[src/rtl/id_ex_stage_reg.sv]
// ID/EX pipeline register with hazard detection and a saturating bubble counter.
//
// Purpose:
//   Captures the decoded control and operand fields from the decode stage and
//   presents them to the execute stage one cycle later. It inserts a bubble
//   (all fields zero) on a branch flush or on a data hazard. While an external
//   freeze is active, all contents hold.
//
// Optional feature (macro FORWARDING_EN):
//   defined   : hazard only on load-use against the EX-stage instruction;
//               mem_wb_en / mem_dest are ignored.
//   undefined : hazard on any pending write-back in EX or MEM that matches a
//               source register of the decode instruction.
//
// Ports:
//   clk, rst          rising-edge clock, synchronous active-high reset
//   flush             branch taken in EX -> bubble next cycle (beats freeze)
//   freeze            external stall, every register and the counter hold
//   id_valid          decode stage holds a real instruction
//   pc_in .. carry_in decode-stage fields to be registered
//   src1, src2        source register indices of the decode instruction
//   two_src           decode instruction also reads src2
//   mem_wb_en         wb_en of the instruction in MEM
//   mem_dest          destination register of the instruction in MEM
//   hazard            combinational, front end holds IF/ID this cycle
//   ex_*              registered copies of the decode fields
//   bubble_count      flush/hazard bubbles inserted since reset, saturating

module id_ex_stage_reg #(
    parameter int unsigned DW    = 32,
    parameter int unsigned CNT_W = 16
) (
    input  logic             clk,
    input  logic             rst,
    input  logic             flush,
    input  logic             freeze,
    input  logic             id_valid,
    input  logic [DW-1:0]    pc_in,
    input  logic [3:0]       exec_cmd_in,
    input  logic [4:0]       ctrl_in,
    input  logic             imm_in,
    input  logic [DW-1:0]    val_rn_in,
    input  logic [DW-1:0]    val_rm_in,
    input  logic [11:0]      shift_operand_in,
    input  logic [23:0]      signed_imm24_in,
    input  logic [3:0]       dest_in,
    input  logic [3:0]       src1,
    input  logic [3:0]       src2,
    input  logic             two_src,
    input  logic             carry_in,
    input  logic             mem_wb_en,
    input  logic [3:0]       mem_dest,
    output logic             hazard,
    output logic             ex_valid,
    output logic [DW-1:0]    ex_pc,
    output logic [3:0]       ex_exec_cmd,
    output logic [4:0]       ex_ctrl,
    output logic             ex_imm,
    output logic [DW-1:0]    ex_val_rn,
    output logic [DW-1:0]    ex_val_rm,
    output logic [11:0]      ex_shift_operand,
    output logic [23:0]      ex_signed_imm24,
    output logic [3:0]       ex_dest,
    output logic             ex_carry,
    output logic [CNT_W-1:0] bubble_count
);

    // Bit positions inside ctrl: {wb_en, mem_r_en, mem_w_en, status_w_en, branch_taken}
    localparam int unsigned CtrlWbEn   = 4;
    localparam int unsigned CtrlMemREn = 3;
    localparam int unsigned CtrlBranch = 0;

    logic             valid_q, valid_d;
    logic [DW-1:0]    pc_q, pc_d;
    logic [3:0]       exec_cmd_q, exec_cmd_d;
    logic [4:0]       ctrl_q, ctrl_d;
    logic             imm_q, imm_d;
    logic [DW-1:0]    val_rn_q, val_rn_d;
    logic [DW-1:0]    val_rm_q, val_rm_d;
    logic [11:0]      shift_operand_q, shift_operand_d;
    logic [23:0]      signed_imm24_q, signed_imm24_d;
    logic [3:0]       dest_q, dest_d;
    logic             carry_q, carry_d;
    logic [CNT_W-1:0] bubble_count_q, bubble_count_d;

    logic ex_match;
    logic raw_hazard;
    logic load_bubble;

    // ---------------------------------------------------------------------
    // Hazard detection
    // ---------------------------------------------------------------------
    assign ex_match = (src1 == dest_q) | (two_src & (src2 == dest_q));

`ifdef FORWARDING_EN
    // Forwarding covers ALU results; only a load in EX cannot be bypassed in time.
    assign raw_hazard = valid_q & ctrl_q[CtrlMemREn] & ex_match;

    logic unused_mem;
    assign unused_mem = ^{mem_wb_en, mem_dest};
`else
    logic mem_match;
    assign mem_match  = (src1 == mem_dest) | (two_src & (src2 == mem_dest));
    assign raw_hazard = (valid_q & ctrl_q[CtrlWbEn] & ex_match) | (mem_wb_en & mem_match);
`endif

    // Branches read no registers, so they never stall.
    assign hazard = ~rst & id_valid & ~ctrl_in[CtrlBranch] & raw_hazard;

    // A bubble counted by the counter: flush always, hazard only when not frozen.
    assign load_bubble = flush | (~freeze & hazard);

    // ---------------------------------------------------------------------
    // Next-state
    // ---------------------------------------------------------------------
    always_comb begin
        valid_d         = valid_q;
        pc_d            = pc_q;
        exec_cmd_d      = exec_cmd_q;
        ctrl_d          = ctrl_q;
        imm_d           = imm_q;
        val_rn_d        = val_rn_q;
        val_rm_d        = val_rm_q;
        shift_operand_d = shift_operand_q;
        signed_imm24_d  = signed_imm24_q;
        dest_d          = dest_q;
        carry_d         = carry_q;
        bubble_count_d  = bubble_count_q;

        if (load_bubble) begin
            valid_d         = 1'b0;
            pc_d            = '0;
            exec_cmd_d      = '0;
            ctrl_d          = '0;
            imm_d           = 1'b0;
            val_rn_d        = '0;
            val_rm_d        = '0;
            shift_operand_d = '0;
            signed_imm24_d  = '0;
            dest_d          = '0;
            carry_d         = 1'b0;
            if (bubble_count_q != '1) begin
                bubble_count_d = bubble_count_q + CNT_W'(1);
            end
        end else if (!freeze) begin
            valid_d         = id_valid;
            pc_d            = pc_in;
            exec_cmd_d      = exec_cmd_in;
            // An empty decode slot must not issue side effects downstream.
            ctrl_d          = id_valid ? ctrl_in : 5'b0;
            imm_d           = imm_in;
            val_rn_d        = val_rn_in;
            val_rm_d        = val_rm_in;
            shift_operand_d = shift_operand_in;
            signed_imm24_d  = signed_imm24_in;
            dest_d          = dest_in;
            carry_d         = carry_in;
        end
    end

    // ---------------------------------------------------------------------
    // State
    // ---------------------------------------------------------------------
    always_ff @(posedge clk) begin
        if (rst) begin
            valid_q         <= 1'b0;
            pc_q            <= '0;
            exec_cmd_q      <= '0;
            ctrl_q          <= '0;
            imm_q           <= 1'b0;
            val_rn_q        <= '0;
            val_rm_q        <= '0;
            shift_operand_q <= '0;
            signed_imm24_q  <= '0;
            dest_q          <= '0;
            carry_q         <= 1'b0;
            bubble_count_q  <= '0;
        end else begin
            valid_q         <= valid_d;
            pc_q            <= pc_d;
            exec_cmd_q      <= exec_cmd_d;
            ctrl_q          <= ctrl_d;
            imm_q           <= imm_d;
            val_rn_q        <= val_rn_d;
            val_rm_q        <= val_rm_d;
            shift_operand_q <= shift_operand_d;
            signed_imm24_q  <= signed_imm24_d;
            dest_q          <= dest_d;
            carry_q         <= carry_d;
            bubble_count_q  <= bubble_count_d;
        end
    end

    assign ex_valid         = valid_q;
    assign ex_pc            = pc_q;
    assign ex_exec_cmd      = exec_cmd_q;
    assign ex_ctrl          = ctrl_q;
    assign ex_imm           = imm_q;
    assign ex_val_rn        = val_rn_q;
    assign ex_val_rm        = val_rm_q;
    assign ex_shift_operand = shift_operand_q;
    assign ex_signed_imm24  = signed_imm24_q;
    assign ex_dest          = dest_q;
    assign ex_carry         = carry_q;
    assign bubble_count     = bubble_count_q;

endmodule

[config.mk]
export PLATFORM = sky130hd
export DESIGN_NAME = id_ex_stage_reg
export DESIGN_NICKNAME = d
export VERILOG_FILES = /design/src/rtl/id_ex_stage_reg.sv
export SDC_FILE = /design/constraint.sdc
export NUM_CORES = 1
export LEC_CHECK = 0
export BUFFER_PORTS_ARGS = -buffer_cell sky130_fd_sc_hd__clkbuf_2
export CORE_ASPECT_RATIO = 0.9
export CORE_MARGIN = 8
export CORE_UTILIZATION = 45
export CTS_CLUSTER_DIAMETER = 200
export DETAILED_ROUTE_END_ITERATION = 7
export GPL_TIMING_DRIVEN = 0
export PLACE_DENSITY = 0.77
export SYNTH_ARGS = -nofsm -noshare
export SYNTH_HDL_FRONTEND = slang
export SYNTH_SLANG_ARGS = --single-unit
[constraint.sdc]
create_clock -name clk -period 2.5 [get_ports clk]
set_clock_uncertainty 0.05 [all_clocks]
set_input_delay 0.25 -clock clk [delete_from_list [all_inputs] [get_ports clk]]
set_output_delay 0.25 -clock clk [all_outputs]
set_load 0.01 [all_outputs]
== Word level (Yosys, flattened, before mapping) ==
Index checks and enable logic that the tools add are counted.
Cells by class
  add/subtract/negate cells: 1
  equal/unequal tests: 5
  muxes and demuxes: 1
  bitwise logic cells: 16
  reduce and logical (&&, ||, !) cells: 2
Operators by type and width (count)
  $add A16 B1 Y16 const B: 1
  $eq A4 B4 Y1: 4
  $ne A16 B16 Y1 const B: 1
  $and A1 B1 Y1: 9
  $mux W5: 1
  $or A1 B1 Y1: 4
  $not A1 Y1: 3
  $reduce_and A2 Y1: 1
  $reduce_or A2 Y1: 1
Storage, ports and cells
  flip-flop bits (word level): 164
  bits of input ports: 166
  output and inout bits: 165
  logic and storage cells: 37

== Logic depth before layout (Yosys ltp) ==
  depth in word-level cells: 9
  depth in mapped cells: 9
  mapped depth without buffers: 7

== Worst setup path before layout ==
Ideal clock, no wire load.
  kind: reg-to-reg
  start: register bubble_count_q[0], in the netlist bubble_count[0]
  end: register bubble_count_q[15], in the netlist bubble_count[15]
  setup time: 0.123 ns
  arrival time: 1.955 ns
  data required time: 2.327 ns
  slack: 0.372 ns
  cell stages (with the launch flop): 9
  buffers on the path: 1
  period minus slack after synthesis: 2.128 ns
  cell sequence: dfxtp_1 > ha_1 > and3_4 > buf_6 > nand2_4 > nand3_4 > or4_1 > o32ai_1 > mux2_1
On the way
  longest elaborated chain between the ends: 2
  elaborated cells between the ends (all ways): 3
  classes of those cells: add/sub (1); eq/ne (1); reduce/logical (1)
RTL lines
  start, declared: RTL line 84  | logic [CNT_W-1:0] bubble_count_q, bubble_count_d;
  start signal, assigned: RTL line 190  | bubble_count_q <= bubble_count_d;
  branches (longest 2 deep; another with $add A16 B1 Y16)
Several ways; the timed one is not identified.
A chain may end at the register's enable or synchronous reset.

== Final worst setup path ==
  start: register dest_q[3], in the netlist ex_dest[3]
  end: output hazard
On the way
  longest elaborated chain between the ends: 6
  elaborated cells between the ends (all ways): 7
  classes of those cells: eq/ne (2); bitwise (5)
RTL lines
  start, declared: RTL line 82  | logic [3:0] dest_q, dest_d;
  start signal, assigned: RTL line 188  | dest_q <= dest_d;
  $eq A4 B4 Y1: RTL line 93  | assign ex_match = (src1 == dest_q) | (two_src & (src2 == dest_q));
  $and A1 B1 Y1: RTL line 93
  $or A1 B1 Y1 *: RTL line 93
  $and A1 B1 Y1 *: RTL line 104  | assign raw_hazard = (valid_q & ctrl_q[CtrlWbEn] & ex_match) | (mem_wb_en & mem_match);
  $or A1 B1 Y1 *: RTL line 104
  $and A1 B1 Y1 *: RTL line 108  | assign hazard = ~rst & id_valid & ~ctrl_in[CtrlBranch] & raw_hazard;
  end, declared: RTL line 53  | output logic hazard,
Mark *: on every way between the ends. The rest lies on a longest branch, timed or not.

==> results.toml <==
[cts]
htreeDepth = 4
ctsLongestPathBuffers = 2
numCtsBuffers = 17
insertion_delay_ps = 410
clk_pin_slew_ps = 70
post-cts-setup-buffers = 0
holdBufCountCts = 0
cts_tree = "built"
cts_root_buffer = "clkbuf_16"
cts_sinks = 164

[final_layout]
syn2layout_area_growth_pct = 38.2
final_area_um2 = 8850
final_common_cell = "clkbuf_2"
n_antenna_cell = 0
final_cell_mix = "clkbuf_2 (329), nor2_1 (165), dfxtp_1 (163)"
final_nets = 1143
drive_gt1_share_pct = 40.0
final_core_util_pct = 63.4
finalNonFillerCells = 1181

[setup_path]
worst_ep_required_time_ps = 2200
cp-start-kind = "flip-flop"
cp-end-kind = "output port"
critPathKind = "flip-flop to output port"
critPathArrivalTime_ps = 2050
cp_max_fo = 4

[route]
first_pass_iters = 5
finalWirelength_um = 19800
ant_nets = 0
via_per_inst = 4.77
drt_iter0_drc = 191
vias = 5634
drc = 0
wl_per_cell_um = 16.8

[yosys]
yosys-mux-area-fraction_pct = 24.5
synth_fp_nets = 796
syn_area_um2 = 6400
synth_fa_ha_area_share_pct = 0.195
avgSynthCellArea_um2 = 10.2
synthSimpleGateAreaFrac_pct = 15.2
ys_types = 44
synth_xor_area_share_pct = 2.19
synth.ff_latch_count = 164
yosysWarningCount = 0
synth_top_family_by_area = "multiplexers"
syn_inst = 629
synth-compound-area-share_pct = 3.50
seq_area_frac_synth_pct = 51.3

[power]
p_per_area_nw_per_um2 = 659
peakVddDrop_v = 0.000462
power_leakage_uw = 0.00450

[die]
rows = 41
ioPinCount = 331
die_h_um = 129
die_area_um2 = 18300
coreArea_um2 = 14000
start_util_pct = 45.9
die_w_um = 142

[place]
post-place-ws_ps = -8.87
placed_area_um2 = 8290
gp_congestion = 0.895
port_buffers = 328
dp_hpwl_um = 15900
dp.cells = 1150

[sta]
relSlewSlack_pct = 48.2
grt_setup_unrepaired = "false"
finalCritPeriodShare_pct = 94.1
fmax_mhz = 425
min_period_ps = 2350
drv_slew = 0
holdWs_ps = 15.1
setup_viol = 0
worst_slew_pin_slew_ps = 777
hold_viol = 0
worst_slack_ps = 148

[run]
cap_violations = 0

[global_route]
grt-ovfl-total = 0
grt_max_degree = 17
track_usage_pct = 20.7
antenna_found_initial = 0
grt_first_pass_wirelength_um = 29800
grt_pass1_vias = 5729

[status]
status = "finished clean"

[worst_hold_path]
hp-class = "input port to flip-flop"
[cell usage after synthesis]
cell type	number	area share, %
o32ai_1	2	0.27
buf_6	2	0.35
buf_2	14	1.1
o21bai_1	1	0.12
and2_1	1	0.098
clkbuf_1	22	1.3
xnor2_1	10	1.4
a21boi_1	2	0.23
nor2b_1	13	1.3
nor3_1	2	0.16
buf_1	1	0.059
a2111o_1	1	0.18
a21bo_1	1	0.16
mux2_2	1	0.18
mux2i_1	142	22
nor4_2	1	0.20
nand3_4	1	0.27
or4_1	2	0.23
nand2b_2	1	0.14
o22ai_1	1	0.098
a21o_1	1	0.12
nor3b_1	1	0.12
and3_1	3	0.29
buf_4	2	0.23
mux2_1	12	2.1
nand2_1	4	0.23
a21oi_2	6	0.82
o21ai_2	1	0.14
nand3_2	1	0.16
o21ai_0	1	0.078
nand2_4	1	0.18
and3_4	2	0.35
xor2_1	6	0.82
nor2_1	165	9.7
ha_1	1	0.20
a22oi_1	5	0.59
dfxtp_1	164	51
nand2b_1	2	0.20
inv_1	2	0.12
o21ai_1	3	0.23
nand3_1	13	1.0
nand4_1	5	0.49
nor2_4	1	0.18
a21oi_1	6	0.47
[routing by layer]
layer	global-route usage [%]	vias to the layer above	wire [um]
li1	-	2813	-
met3	8.90	30	1950
met4	7.07	0	435
met1	21.4	2579	7470
met5	0	-	0
met2	37.0	212	9970
[sequential cells by signal (all words and copies together) (netlist names)]
| signal | cells |
|---|---|
| ex_signed_imm24 | 24 |
| ex_exec_cmd | 4 |
| ex_val_rn | 32 |
| ex_carry | 1 |
| ex_valid | 1 |
| ex_shift_operand | 12 |
| ex_dest | 4 |
| ex_val_rm | 32 |
| bubble_count | 16 |
| ex_imm | 1 |
| ex_ctrl | 5 |
| ex_pc | 32 |
[critical path, stage by stage (launching register included)]
cell and delay (ps):
dfxtp_1 370, xor2_1 180, nor3_1 200, nand4_1 110
o21ai_1 170, o21bai_1 210, nor3b_1 230, clkbuf_2 170
[power breakdown]
part	switching [uW]	internal (uW)	total, uW	leakage, uW
combinational	321	298	619	0.00289
clock	1050	1420	2470	0.000279
sequential	47.5	2690	2740	0.00134
[timing repair]
action / in CTS / in global routing
setup endpoints to repair: 10 / 1
resized for setup: 1 / 1
hold endpoints to repair: 0 / 0
[cell families (layout without fill, tap and decap cells)]
family,count (synthesis),count (layout)
muxes,155,155
adders and majority gates,1,1
xor gates and xnor gates,16,16
buffers and inverters,43,402
and+or+nand+nor,219,219
AOI/OAI and AO/OA,31,31
DFF,164,164
[final timing paths]
kind | start | endpoint | slack, ps | cells after the start
max | ex_dest[3]$_SDFFE_PP0N_ | hazard | 150 | 7
min | shift_operand_in[7] | ex_shift_operand[7]$_SDFFE_PP0N_ | 20 | 3
max reg2reg | bubble_count[0]$_SDFFE_PP0P_ | bubble_count[8]$_SDFFE_PP0P_ | 240 | 9
min reg2reg | ex_signed_imm24[0]$_SDFFE_PP0N_ | ex_signed_imm24[0]$_SDFFE_PP0N_ | 440 | 2
[per-stage QoR]
step           TNS, ps  total power, uW
6_report             0             5830
3_5_place_dp     -21.6             3420
5_1_grt              0             6050
4_1_cts              0             5890
2_1_floorplan        0             3130
3_3_place_gp         0             3410
[final cells by class]
type                    instances  area [um2]
plain buffers                  41         195
clock buffers                  19         453
clock inverters                12         106
fillers                      1222        5100
inverters                       2        7.51
multi-input cells             422        2920
flip-flops and latches        164        3280
well taps                     193         241
repair buffers                328        1640
No activity file was read; power rests on OpenSTA's default activity.
